`config.mk`:
```
export PLATFORM = sky130hd
export DESIGN_NAME = router_input_arbiter
export DESIGN_NICKNAME = d
export VERILOG_FILES = /design/src/rtl/router_input_arbiter.sv
export SDC_FILE = /design/constraint.sdc
export NUM_CORES = 1
export LEC_CHECK = 0
export ABC_AREA = 1
export CORE_MARGIN = 3
export CORE_UTILIZATION = 32
export DETAILED_ROUTE_END_ITERATION = 8
export PLACE_DENSITY_LB_ADDON = 0.08
export RECOVER_POWER = 100
export SLEW_MARGIN = 20
export SYNTH_ARGS = -nofsm -noshare
export SYNTH_HDL_FRONTEND = slang
export SYNTH_SLANG_ARGS = --single-unit
```
`constraint.sdc`:
```
create_clock -name ACLK -period 5.5 [get_ports ACLK]
set_input_delay 0.825 -clock ACLK [delete_from_list [all_inputs] [get_ports ACLK]]
set_output_delay 0.825 -clock ACLK [all_outputs]
set_load 0.005 [all_outputs]
```
`src/rtl/router_input_arbiter.sv`:
```
// ---------------------------------------------------------------------------
// router_input_arbiter
//
// Merge stage on the output side of a mesh router port. Several AXI-Stream
// source channels (local + N/E/S/W) are serialised onto one outgoing link.
// Arbitration is round-robin at packet granularity: once a channel wins with
// a non-TLAST beat, it keeps the grant until its TLAST beat is accepted, so
// packets never interleave. The outgoing link is driven from a single
// register stage that still sustains one beat per cycle under TREADY=1.
//
// Ports
//   ACLK        clock, rising edge
//   ARESET      synchronous, active-high reset
//   in_tvalid   [CHANNEL_NUMBER]          per-channel TVALID
//   in_tready   [CHANNEL_NUMBER]          per-channel TREADY (combinational)
//   in_tdata    [CHANNEL_NUMBER][DATA]    per-channel TDATA
//   in_tlast    [CHANNEL_NUMBER]          per-channel TLAST
//   in_tid/in_tdest/in_tuser              optional, under TID/TDEST/TUSER_PRESENT
//   out_tvalid/out_tready/out_tdata/out_tlast (+ optional fields)  merged link
//   grant_idx   channel holding the grant (meaningful while busy=1)
//   busy        high while a multi-beat packet holds the lock
// ---------------------------------------------------------------------------
module router_input_arbiter #(
    parameter int DATA_WIDTH           = 32,
    parameter int ID_WIDTH             = 4,
    parameter int DEST_WIDTH           = 4,
    parameter int USER_WIDTH           = 4,
    parameter int CHANNEL_NUMBER       = 5,
    parameter int CHANNEL_NUMBER_WIDTH = $clog2(CHANNEL_NUMBER)
) (
    input  logic                                        ACLK,
    input  logic                                        ARESET,
    input  logic [CHANNEL_NUMBER-1:0]                   in_tvalid,
    output logic [CHANNEL_NUMBER-1:0]                   in_tready,
    input  logic [CHANNEL_NUMBER-1:0][DATA_WIDTH-1:0]   in_tdata,
    input  logic [CHANNEL_NUMBER-1:0]                   in_tlast,
`ifdef TID_PRESENT
    input  logic [CHANNEL_NUMBER-1:0][ID_WIDTH-1:0]     in_tid,
    output logic [ID_WIDTH-1:0]                         out_tid,
`endif
`ifdef TDEST_PRESENT
    input  logic [CHANNEL_NUMBER-1:0][DEST_WIDTH-1:0]   in_tdest,
    output logic [DEST_WIDTH-1:0]                       out_tdest,
`endif
`ifdef TUSER_PRESENT
    input  logic [CHANNEL_NUMBER-1:0][USER_WIDTH-1:0]   in_tuser,
    output logic [USER_WIDTH-1:0]                       out_tuser,
`endif
    output logic                                        out_tvalid,
    input  logic                                        out_tready,
    output logic [DATA_WIDTH-1:0]                       out_tdata,
    output logic                                        out_tlast,
    output logic [CHANNEL_NUMBER_WIDTH-1:0]             grant_idx,
    output logic                                        busy
);

    // Optional sideband fields only contribute to the payload when enabled.
`ifdef TID_PRESENT
    localparam bit HAS_ID = 1'b1;
`else
    localparam bit HAS_ID = 1'b0;
`endif
`ifdef TDEST_PRESENT
    localparam bit HAS_DEST = 1'b1;
`else
    localparam bit HAS_DEST = 1'b0;
`endif
`ifdef TUSER_PRESENT
    localparam bit HAS_USER = 1'b1;
`else
    localparam bit HAS_USER = 1'b0;
`endif

    localparam int ID_BITS       = HAS_ID   ? ID_WIDTH   : 0;
    localparam int DEST_BITS     = HAS_DEST ? DEST_WIDTH : 0;
    localparam int USER_BITS     = HAS_USER ? USER_WIDTH : 0;
    // Payload layout (MSB..LSB): user, dest, id, last, data.
    localparam int PAYLOAD_WIDTH = DATA_WIDTH + 1 + ID_BITS + DEST_BITS + USER_BITS;
    localparam int CW            = CHANNEL_NUMBER_WIDTH;
    // Pointer starts at the last channel so channel 0 is searched first.
    localparam logic [CW-1:0] PTR_RESET = CW'(CHANNEL_NUMBER - 1);

    typedef enum logic [0:0] {
        ST_IDLE   = 1'b0,
        ST_LOCKED = 1'b1
    } state_t;

    state_t                                        state_r;
    state_t                                        state_nxt_s;
    logic [CW-1:0]                                 ptr_r;
    logic [CW-1:0]                                 ptr_nxt_s;
    logic [CW-1:0]                                 grant_r;
    logic [CW-1:0]                                 grant_nxt_s;

    logic                                          out_v_r;
    logic [PAYLOAD_WIDTH-1:0]                      out_payload_r;

    logic [CHANNEL_NUMBER-1:0][PAYLOAD_WIDTH-1:0]  in_payload_s;
    logic                                          can_load_s;
    logic                                          cand_found_s;
    logic [CW-1:0]                                 cand_idx_s;
    logic                                          sel_en_s;
    logic [CW-1:0]                                 sel_idx_s;
    logic                                          sel_tvalid_s;
    logic [PAYLOAD_WIDTH-1:0]                      sel_payload_s;
    logic                                          sel_tlast_s;
    logic                                          hs_s;

    // Round-robin search: first requester strictly after ptr, wrapping.
    // Returns {found, index}.
    function automatic logic [CW:0] rr_pick(
        input logic [CHANNEL_NUMBER-1:0] req,
        input logic [CW-1:0]             ptr
    );
        logic          found;
        logic [CW-1:0] idx;
        logic [CW-1:0] pos_idx;
        int            pos;
        found = 1'b0;
        idx   = '0;
        for (int k = 1; k <= CHANNEL_NUMBER; k++) begin
            pos = int'(ptr) + k;
            if (pos >= CHANNEL_NUMBER) begin
                pos = pos - CHANNEL_NUMBER;
            end else begin
                pos = pos;
            end
            pos_idx = CW'(pos);
            if (!found && req[pos_idx]) begin
                found = 1'b1;
                idx   = pos_idx;
            end else begin
                found = found;
            end
        end
        return {found, idx};
    endfunction

    // Pack each channel's forwarded fields into one payload word.
    always_comb begin
        in_payload_s = '0;
        for (int i = 0; i < CHANNEL_NUMBER; i++) begin
            in_payload_s[i] = {
`ifdef TUSER_PRESENT
                in_tuser[i],
`endif
`ifdef TDEST_PRESENT
                in_tdest[i],
`endif
`ifdef TID_PRESENT
                in_tid[i],
`endif
                in_tlast[i],
                in_tdata[i]
            };
        end
    end

    // Channel selection: locked channel while busy, else round-robin candidate.
    always_comb begin
        can_load_s                  = !out_v_r || out_tready;
        {cand_found_s, cand_idx_s}  = rr_pick(in_tvalid, ptr_r);
        if (state_r == ST_LOCKED) begin
            sel_en_s  = 1'b1;
            sel_idx_s = grant_r;
        end else begin
            sel_en_s  = cand_found_s;
            sel_idx_s = cand_idx_s;
        end
        sel_tvalid_s  = 1'b0;
        sel_payload_s = '0;
        for (int i = 0; i < CHANNEL_NUMBER; i++) begin
            if (sel_idx_s == CW'(i)) begin
                sel_tvalid_s  = in_tvalid[i];
                sel_payload_s = in_payload_s[i];
            end else begin
                sel_tvalid_s  = sel_tvalid_s;
            end
        end
        sel_tlast_s = sel_payload_s[DATA_WIDTH];
        // A stalled locked channel (TVALID low) simply produces no handshake.
        hs_s = !ARESET && sel_en_s && can_load_s && sel_tvalid_s;
    end

    // Next-state logic for the lock FSM, round-robin pointer and grant index.
    always_comb begin
        state_nxt_s = state_r;
        ptr_nxt_s   = ptr_r;
        grant_nxt_s = grant_r;
        case (state_r)
            ST_IDLE: begin
                if (hs_s) begin
                    ptr_nxt_s   = sel_idx_s;
                    grant_nxt_s = sel_idx_s;
                    // Single-beat packets never lock; next search starts at g+1.
                    if (sel_tlast_s) begin
                        state_nxt_s = ST_IDLE;
                    end else begin
                        state_nxt_s = ST_LOCKED;
                    end
                end else begin
                    state_nxt_s = ST_IDLE;
                end
            end
            ST_LOCKED: begin
                if (hs_s && sel_tlast_s) begin
                    state_nxt_s = ST_IDLE;
                end else begin
                    state_nxt_s = ST_LOCKED;
                end
            end
            default: begin
                state_nxt_s = ST_IDLE;
            end
        endcase
    end

    // State register for the FSM, pointer and grant.
    always_ff @(posedge ACLK) begin
        if (ARESET) begin
            state_r <= ST_IDLE;
            ptr_r   <= PTR_RESET;
            grant_r <= '0;
        end else begin
            state_r <= state_nxt_s;
            ptr_r   <= ptr_nxt_s;
            grant_r <= grant_nxt_s;
        end
    end

    // Output register: load on handshake, otherwise drain on TREADY, else hold.
    always_ff @(posedge ACLK) begin
        if (ARESET) begin
            out_v_r       <= 1'b0;
            out_payload_r <= '0;
        end else if (hs_s) begin
            out_v_r       <= 1'b1;
            out_payload_r <= sel_payload_s;
        end else if (out_tready) begin
            out_v_r       <= 1'b0;
        end else begin
            out_v_r       <= out_v_r;
        end
    end

    // FSM outputs: per-channel TREADY and status flags.
    always_comb begin
        busy      = (state_r == ST_LOCKED);
        grant_idx = grant_r;
        in_tready = '0;
        for (int i = 0; i < CHANNEL_NUMBER; i++) begin
            if (!ARESET && sel_en_s && can_load_s && (sel_idx_s == CW'(i))) begin
                in_tready[i] = 1'b1;
            end else begin
                in_tready[i] = 1'b0;
            end
        end
    end

    assign out_tvalid = out_v_r;
    assign {
`ifdef TUSER_PRESENT
        out_tuser,
`endif
`ifdef TDEST_PRESENT
        out_tdest,
`endif
`ifdef TID_PRESENT
        out_tid,
`endif
        out_tlast,
        out_tdata
    } = out_payload_r;

endmodule

```
==> results of run 1 <==
==> synth_stat cells, types with 2 or more instances <==
cell and instances:
nor2_4 4, inv_1 82, dfxtp_1 39, o211ai_1 2, and3_1 6, a21oi_1 5
inv_2 9, clkbuf_1 5, nor3_1 28, o21ai_0 4, nor2_1 135, nand3_1 114
clkinv_1 2, o21ai_1 12, nand2_2 3, nand4_1 13, buf_4 7, buf_2 13
nand2_1 210, nor2_2 2, xor2_1 2, a21oi_4 2, ha_1 10, nand3_2 2
buf_1 4
==> power by group <==
group	internal [W]	switching [W]	leakage [nW]
registers	0.000368	0.0000441	0.320
clock network	0.000167	0.000125	0.0658
logic	0.00137	0.00254	2.68
total	0.00190	0.00271	3.06
==> sequential cells by signal, summed over array words and instances, names as in the netlist, named ones only <==
register       cells
out_payload_r     33
grant_idx          1
out_tvalid         1
ptr_r              3
==> worst max-delay path, cell delays in order (launching register included) <==
cell and delay (ps):
dfxtp_1 330, inv_2 280, ha_1 200, inv_1 70, fa_1 360, inv_1 140, nand2_1 150, nand3_1 130
nand2_1 150, nand2_1 130, nand3_1 100, nand3_1 80, nand2_1 90, nand3_1 90, nand2_1 60, nor2_1 130
nand3_1 150, a21oi_1 350, nand2_4 120, nor2_8 180, inv_2 50, nor2_1 90, clkdlybuf4s50_1 550
==> how the worst max path moves through the flow <==
stage / from / endpoint / slack [ps]
after floorplan: ptr_r[0]$_SDFFE_PP0P_ / in_tready[4] / 1470
after global placement: ptr_r[0]$_SDFFE_PP0P_ / in_tready[4] / 830
after detailed placement: ptr_r[0]$_SDFFE_PP0P_ / in_tready[3] / 830
after CTS: ptr_r[0]$_SDFFE_PP0P_ / in_tready[3] / 510
after global routing: ptr_r[1]$_SDFFE_PP0P_ / in_tready[1] / 60
final: ptr_r[0]$_SDFFE_PP0P_ / in_tready[4] / 410
==> area by class of cell <==
class                      count  area, sq um
clock buffer                   5        125.1
clock inverter                 3        20.02
fill                        1265         5715
inverter                      93        349.1
multi-input combinational    567         2681
sequential                    39        780.7
tap                          168        210.2
timing repair buffer         224         2230
==> metal layers <==
| layer | wire length, um | part of all wire |
|---|---|---|
| met1 | 6396 | 0.40 |
| met2 | 8195 | 0.51 |
| met3 | 1261 | 0.078 |
| met4 | 253 | 0.016 |
| met5 | 0 | 0 |
==> cell families after synthesis <==
group,count (synthesis),synth area share
compound gates,30,0.05334
xor+xnor,4,0.01349
fa+ha+maj,11,0.03640
buf+inv,123,0.1283
flops,39,0.1958
simple gates,522,0.5726
==> through the flow <==
stage	util	total power, W	cell area [sq um]	setup slack (ps)
finish	0.5281	0.004611	6396	414.2
global route	0.5281	0.005174	6396	56.00
CTS	0.5301	0.004710	6420	509.9
detailed placement	0.5181	0.004398	6275	827.9
global placement	0.5181	0.004347	6275	827.2
floorplan	-	0.003266	3988	1472
==> impl_results.md, run 1 <==
- Met3 usage: 0.06920
- Largest net degree at the start of global routing: 61
- Syn_area_per_cell: 5.470 sq um
- Area leader, netlist: nand2_1
- Hold path endpoint: out_payload_r[21]$_SDFFE_PP0P_
- Max-slew headroom: 0.4956
- Die X: 117.6 um
- GPL Wtd Cong: 0.9137
- Placed Cells: 1091
- RR Endpoint: ptr_r[1]$_SDFFE_PP0P_
- Synth-to-layout area growth: 60.40%
- Status: finished, final reports clean
- Worst hold-check path type: reg -> reg
- Full die area: 13840 sq um
- Clk buf depth: 2
- Via count: 5259
- Setup TNS: 0 ps
- Worst EP required: 4680 ps
- Drt first-iter violations: 266
- Most frequent cells in the layout: nand2_1 (210), clkdlybuf4s50_1 (177), nor2_1 (137), nand3_1 (114), inv_1 (82)
- CTS resizes: 0
- # setup viols final: 0
- Port Buffers: 215
- Clock Pin Slew Worst Setup and Hold Paths: 60 ps
- WHS Path Cells: 2
- Root Driver: clkbuf_16
- Post-Route WL: 16110 um
- Die height: 117.6 um
- Hold Startpoint: out_payload_r[21]$_SDFFE_PP0P_
- Crit Path Category: reg -> out
- Final Max Tran Viols: 0
- Finished Layout Cells: 1099
- Leak: 3.063 nW
- CP endpoint kind: primary output
- Max Cap Viol: 0
- Htree depth: 2
- Worst path arrival time: 4260 ps
- Grt ovf: 0
- Initial Util: 0.3292
- Synth top area share: 0.1977
- Core Area: 12110 sq um
- Synth warnings: 0
- Final worst-path cycle share: 0.9247
- Top cells by area, synth: nand2_1 (20%), dfxtp_1 (20%), nand3_1 (14%)
- Gate Count Post-Synth: 729
- TritonCTS buffer count: 5
- Commonest non-fill, non-tap cell in the layout: nand2_1
- Power Density: 720.9 nW/um^2
- Clock sink total: 39
- Launching point of the worst reg2reg path: ptr_r[0]$_SDFFE_PP0P_
- Initial antenna violation count: 0
- Setup Fix Bufs, Post-CTS: 0
- Vias in the first global route: 5213
- Worst Skew: 8.272 ps
- Post-synth ARST share: 0
- Row Count: 40
- Total GRT Usage: 0.2301
- Via density: 4.785
- DRT antenna net count: 0
- GRT met1 Usage: 0.2590
- Final Critical Period: 5086 ps
- Cts hold-fix bufs: 0
- Top FF cell, synth: dfxtp_1
- Post-synthesis cell area: 3988 sq um
- Final nets: 1114
- CP Max Fanout: 13
- Count of final hold-check violations: 0
- Synthesized Nets: 913
- Share of layout cells above drive strength 1: 0.04619
- Gr busiest metal: met2
- DR WL/cell: 14.66 um
- Ports: 216
- CP startpoint kind: register
- Register bit total from synthesis: 39
- N_diodes: 0
- Synth unique cells: 39
- Worst reg2reg path depth: 27
- Seq/Total Area, Yosys: 0.1958
- Unrepaired setup endpoints after global routing: no
- First-pass GRT wire length: 26060 um
- Pre-Repair DR Iteration Count: 5
- Met2 Use GR: 0.4236
- HPWL after detailed placement: 12670 um
- VDD IR-drop max: 0.5491 mV
- Maximum clock rate: 196.6 MHz
- EDFF count, synth: 0
- Hold Slack: 475.7 ps
- R2R Setup Slk: 610 ps
- Least-Margin Pin Slew: 746.8 ps
- Worst-skew pair later-pin latency: 290 ps
- Drc violations: 0
- CTS tree: done
No activity file was read; power rests on OpenSTA's default activity.
==> inputs of run 2 (changes only) <==
--- a/config.mk
+++ b/config.mk
@@ -11,6 +11,7 @@
 export DETAILED_ROUTE_END_ITERATION = 8
 export PLACE_DENSITY_LB_ADDON = 0.08
 export RECOVER_POWER = 100
+export SKIP_CTS_REPAIR_TIMING = 1
 export SLEW_MARGIN = 20
 export SYNTH_ARGS = -nofsm -noshare
 export SYNTH_HDL_FRONTEND = slang
==> constraint.sdc (replaced) <==
create_clock -name ACLK -period 6 [get_ports ACLK]
set_input_delay 0.9 -clock ACLK [delete_from_list [all_inputs] [get_ports ACLK]]
set_output_delay 0.9 -clock ACLK [all_outputs]
set_load 0.005 [all_outputs]
==> run 2 against run 1 <==
Compared with the run above:
- clock skew shrank 3.0 ps
- non-clock buffer count shrank 1
- register-to-register slack improved by 220 ps
- critical path depth shrank 1
- count of clock-buffer cells in the layout is 1 higher
- first-iteration DRC count down 32%
- utilization down 0.25 points
- final cell count is 0.18% lower
- via count shrank 0.67%
- die area unchanged
- critical path type unchanged
- critical endpoint unchanged
- largest cell class unchanged
- highest routed layer unchanged
==> impl_results.md, run 2 (synthesis gave the netlist of run 1 again) <==
- Status: finished, final reports clean
- Max-slew headroom: 0.1110
- Maximum clock rate: 186.8 MHz
- Clk buf depth: 2
- Placement-stage cell area: 6255 sq um
- # setup viols final: 0
- Final Max Tran Viols: 0
- Register Area: 780.7 sq um
- DRT antenna net count: 0
- Unrepaired setup endpoints after global routing: no
- CP endpoint: in_tready[4]
- CP endpoint kind: primary output
- R2R Setup Slk: 830 ps
- Initial Util: 0.3292
- Worst-skew pair later-pin latency: 280 ps
- Pre-Repair DR Iteration Count: 4
- Crit Path Category: reg -> out
- Final worst-path cycle share: 0.8922
- Port Buffers: 215
- Via density: 4.762
- Worst reg2reg path depth: 25
- Full die area: 13840 sq um
- Worst path arrival time: 4450 ps
- Worst hold-check path type: reg -> reg
- Fill count: 1312
- Commonest non-fill, non-tap cell in the layout: nand2_1
- First-pass GRT wire length: 25510 um
- Core Area: 12110 sq um
- N_diodes: 0
- Via count: 5224
- Power Density: 647.9 nW/um^2
- Row Count: 40
- Leak: 3.069 nW
- CP Max Fanout: 11
- Clock Pin Slew Worst Setup and Hold Paths: 60 ps
- Regs by FF count: out_payload_r x33, ptr_r x3
- Most flops, register: out_payload_r
- Share of layout cells above drive strength 1: 0.04306
- Setup TNS: 0 ps
- Htree depth: 2
- Root Driver: clkbuf_16
- Finished Core Util: 0.5256
- Synth-to-layout area growth: 59.65%
- Initial antenna violation count: 0
- Final nets: 1113
- TritonCTS buffer count: 5
- Final Cell Area: 6366 sq um
- Clock sink total: 39
- Most frequent cells in the layout: nand2_1 (210), clkdlybuf4s50_1 (175), nor2_1 (139), nand3_1 (114), inv_1 (82)
- CTS tree: done
- HPWL after detailed placement: 12760 um
- RR Endpoint: out_payload_r[22]$_SDFFE_PP0P_
- Largest net degree at the start of global routing: 36
- Launching point of the worst reg2reg path: ptr_r[1]$_SDFFE_PP0P_
- Count of final hold-check violations: 0
- Final Critical Period: 5353 ps
- Drt first-iter violations: 180
- Tot Pwr: 0.004124 W
- Worst EP required: 5100 ps
- Die X: 117.6 um
- Least-Margin Pin Slew: 1329 ps
- Hold Startpoint: out_payload_r[32]$_SDFFE_PP0P_
- Area occupied by multi-input gates: 2670 sq um
- CP startpoint kind: register
- DR WL/cell: 14.24 um
- Die height: 117.6 um
- Origin of the worst setup path: ptr_r[1]$_SDFFE_PP0P_
- Post-Route WL: 15620 um
- Total GRT Usage: 0.2232
- Grt ovf: 0
- VDD IR-drop max: 0.4689 mV
- GPL Wtd Cong: 0.8859
- Worst Skew: 5.280 ps
- Drc violations: 0
- Ports: 216
- Vias in the first global route: 5203
- Max FFs per register: 33
- Hold Slack: 467.4 ps
- Max Cap Viol: 0
-- run 2: where the power goes --
| group | total, W | leakage [nW] | switching (W) | internal, W |
|---|---|---|---|---|
| registers | 0.000379 | 0.320 | 0.0000410 | 0.000338 |
| logic | 0.00348 | 2.68 | 0.00226 | 0.00122 |
| clock network | 0.000270 | 0.0727 | 0.000107 | 0.000162 |
| total | 0.00412 | 3.07 | 0.00240 | 0.00172 |
-- run 2: metal layers --
metal  vias to the layer above  wire length [um]  global-route usage  part of all wire
li1                       2691                 -                   -                 -
met5                         -                 0                   0                 0
met3                        20              1199             0.06343             0.077
met1                      2334              6110              0.2487              0.39
met4                         0               281             0.05568             0.018
met2                       179              8025              0.4157              0.51
-- run 2: worst min-delay path by stage --
stage                                     endpoint  slack, ps  cells after the start
floorplan           out_payload_r[32]$_SDFFE_PP0P_        460                      2
global placement    out_payload_r[32]$_SDFFE_PP0P_        460                      2
detailed placement  out_payload_r[32]$_SDFFE_PP0P_        460                      2
CTS                 out_payload_r[32]$_SDFFE_PP0P_        470                      2
global route        out_payload_r[31]$_SDFFE_PP0P_        500                      2
finish              out_payload_r[32]$_SDFFE_PP0P_        470                      2
-- run 2: cell type report --
class	instances	area share
multi-input cells	567	0.4194
inverters	93	0.05483
repair buffers	223	0.3475
flip-flops and latches	39	0.1226
well taps	168	0.03302
clock inverters	1	0.0007862
clock buffers	6	0.02182
-- run 2: through the flow --
stage	worst slack [ps]	cells
floorplan	1897	729
global placement	1099	1090
detailed placement	1030	1090
CTS	708.3	1097
global route	168.8	1097
finish	647.0	1097
-- run 2: worst max-delay path, stage by stage, from the launching register on --
cell and delay [ps]:
dfxtp_1 550, ha_1 220, inv_1 70, fa_1 370, inv_1 140, nand2_1 140
nand3_1 130, nand2_1 160, nand2_1 150, nand3_1 90, nand3_1 70, nand2_1 90
nand3_1 90, nand2_1 60, nor2_1 120, nand3_1 150, a21oi_2 560, nand2_4 140
nor2_8 190, inv_2 50, nor2_1 80, clkdlybuf4s50_1 550
==> inputs of run 3 (changes only) <==
--- a/config.mk
+++ b/config.mk
@@ -11,8 +11,6 @@
 export DETAILED_ROUTE_END_ITERATION = 8
 export PLACE_DENSITY_LB_ADDON = 0.08
 export RECOVER_POWER = 100
-export SKIP_CTS_REPAIR_TIMING = 1
-export SLEW_MARGIN = 20
 export SYNTH_ARGS = -nofsm -noshare
 export SYNTH_HDL_FRONTEND = slang
 export SYNTH_SLANG_ARGS = --single-unit
==> results of run 3 <==
Same layout as run 2: the final DEF is identical, and so are final timing and power.
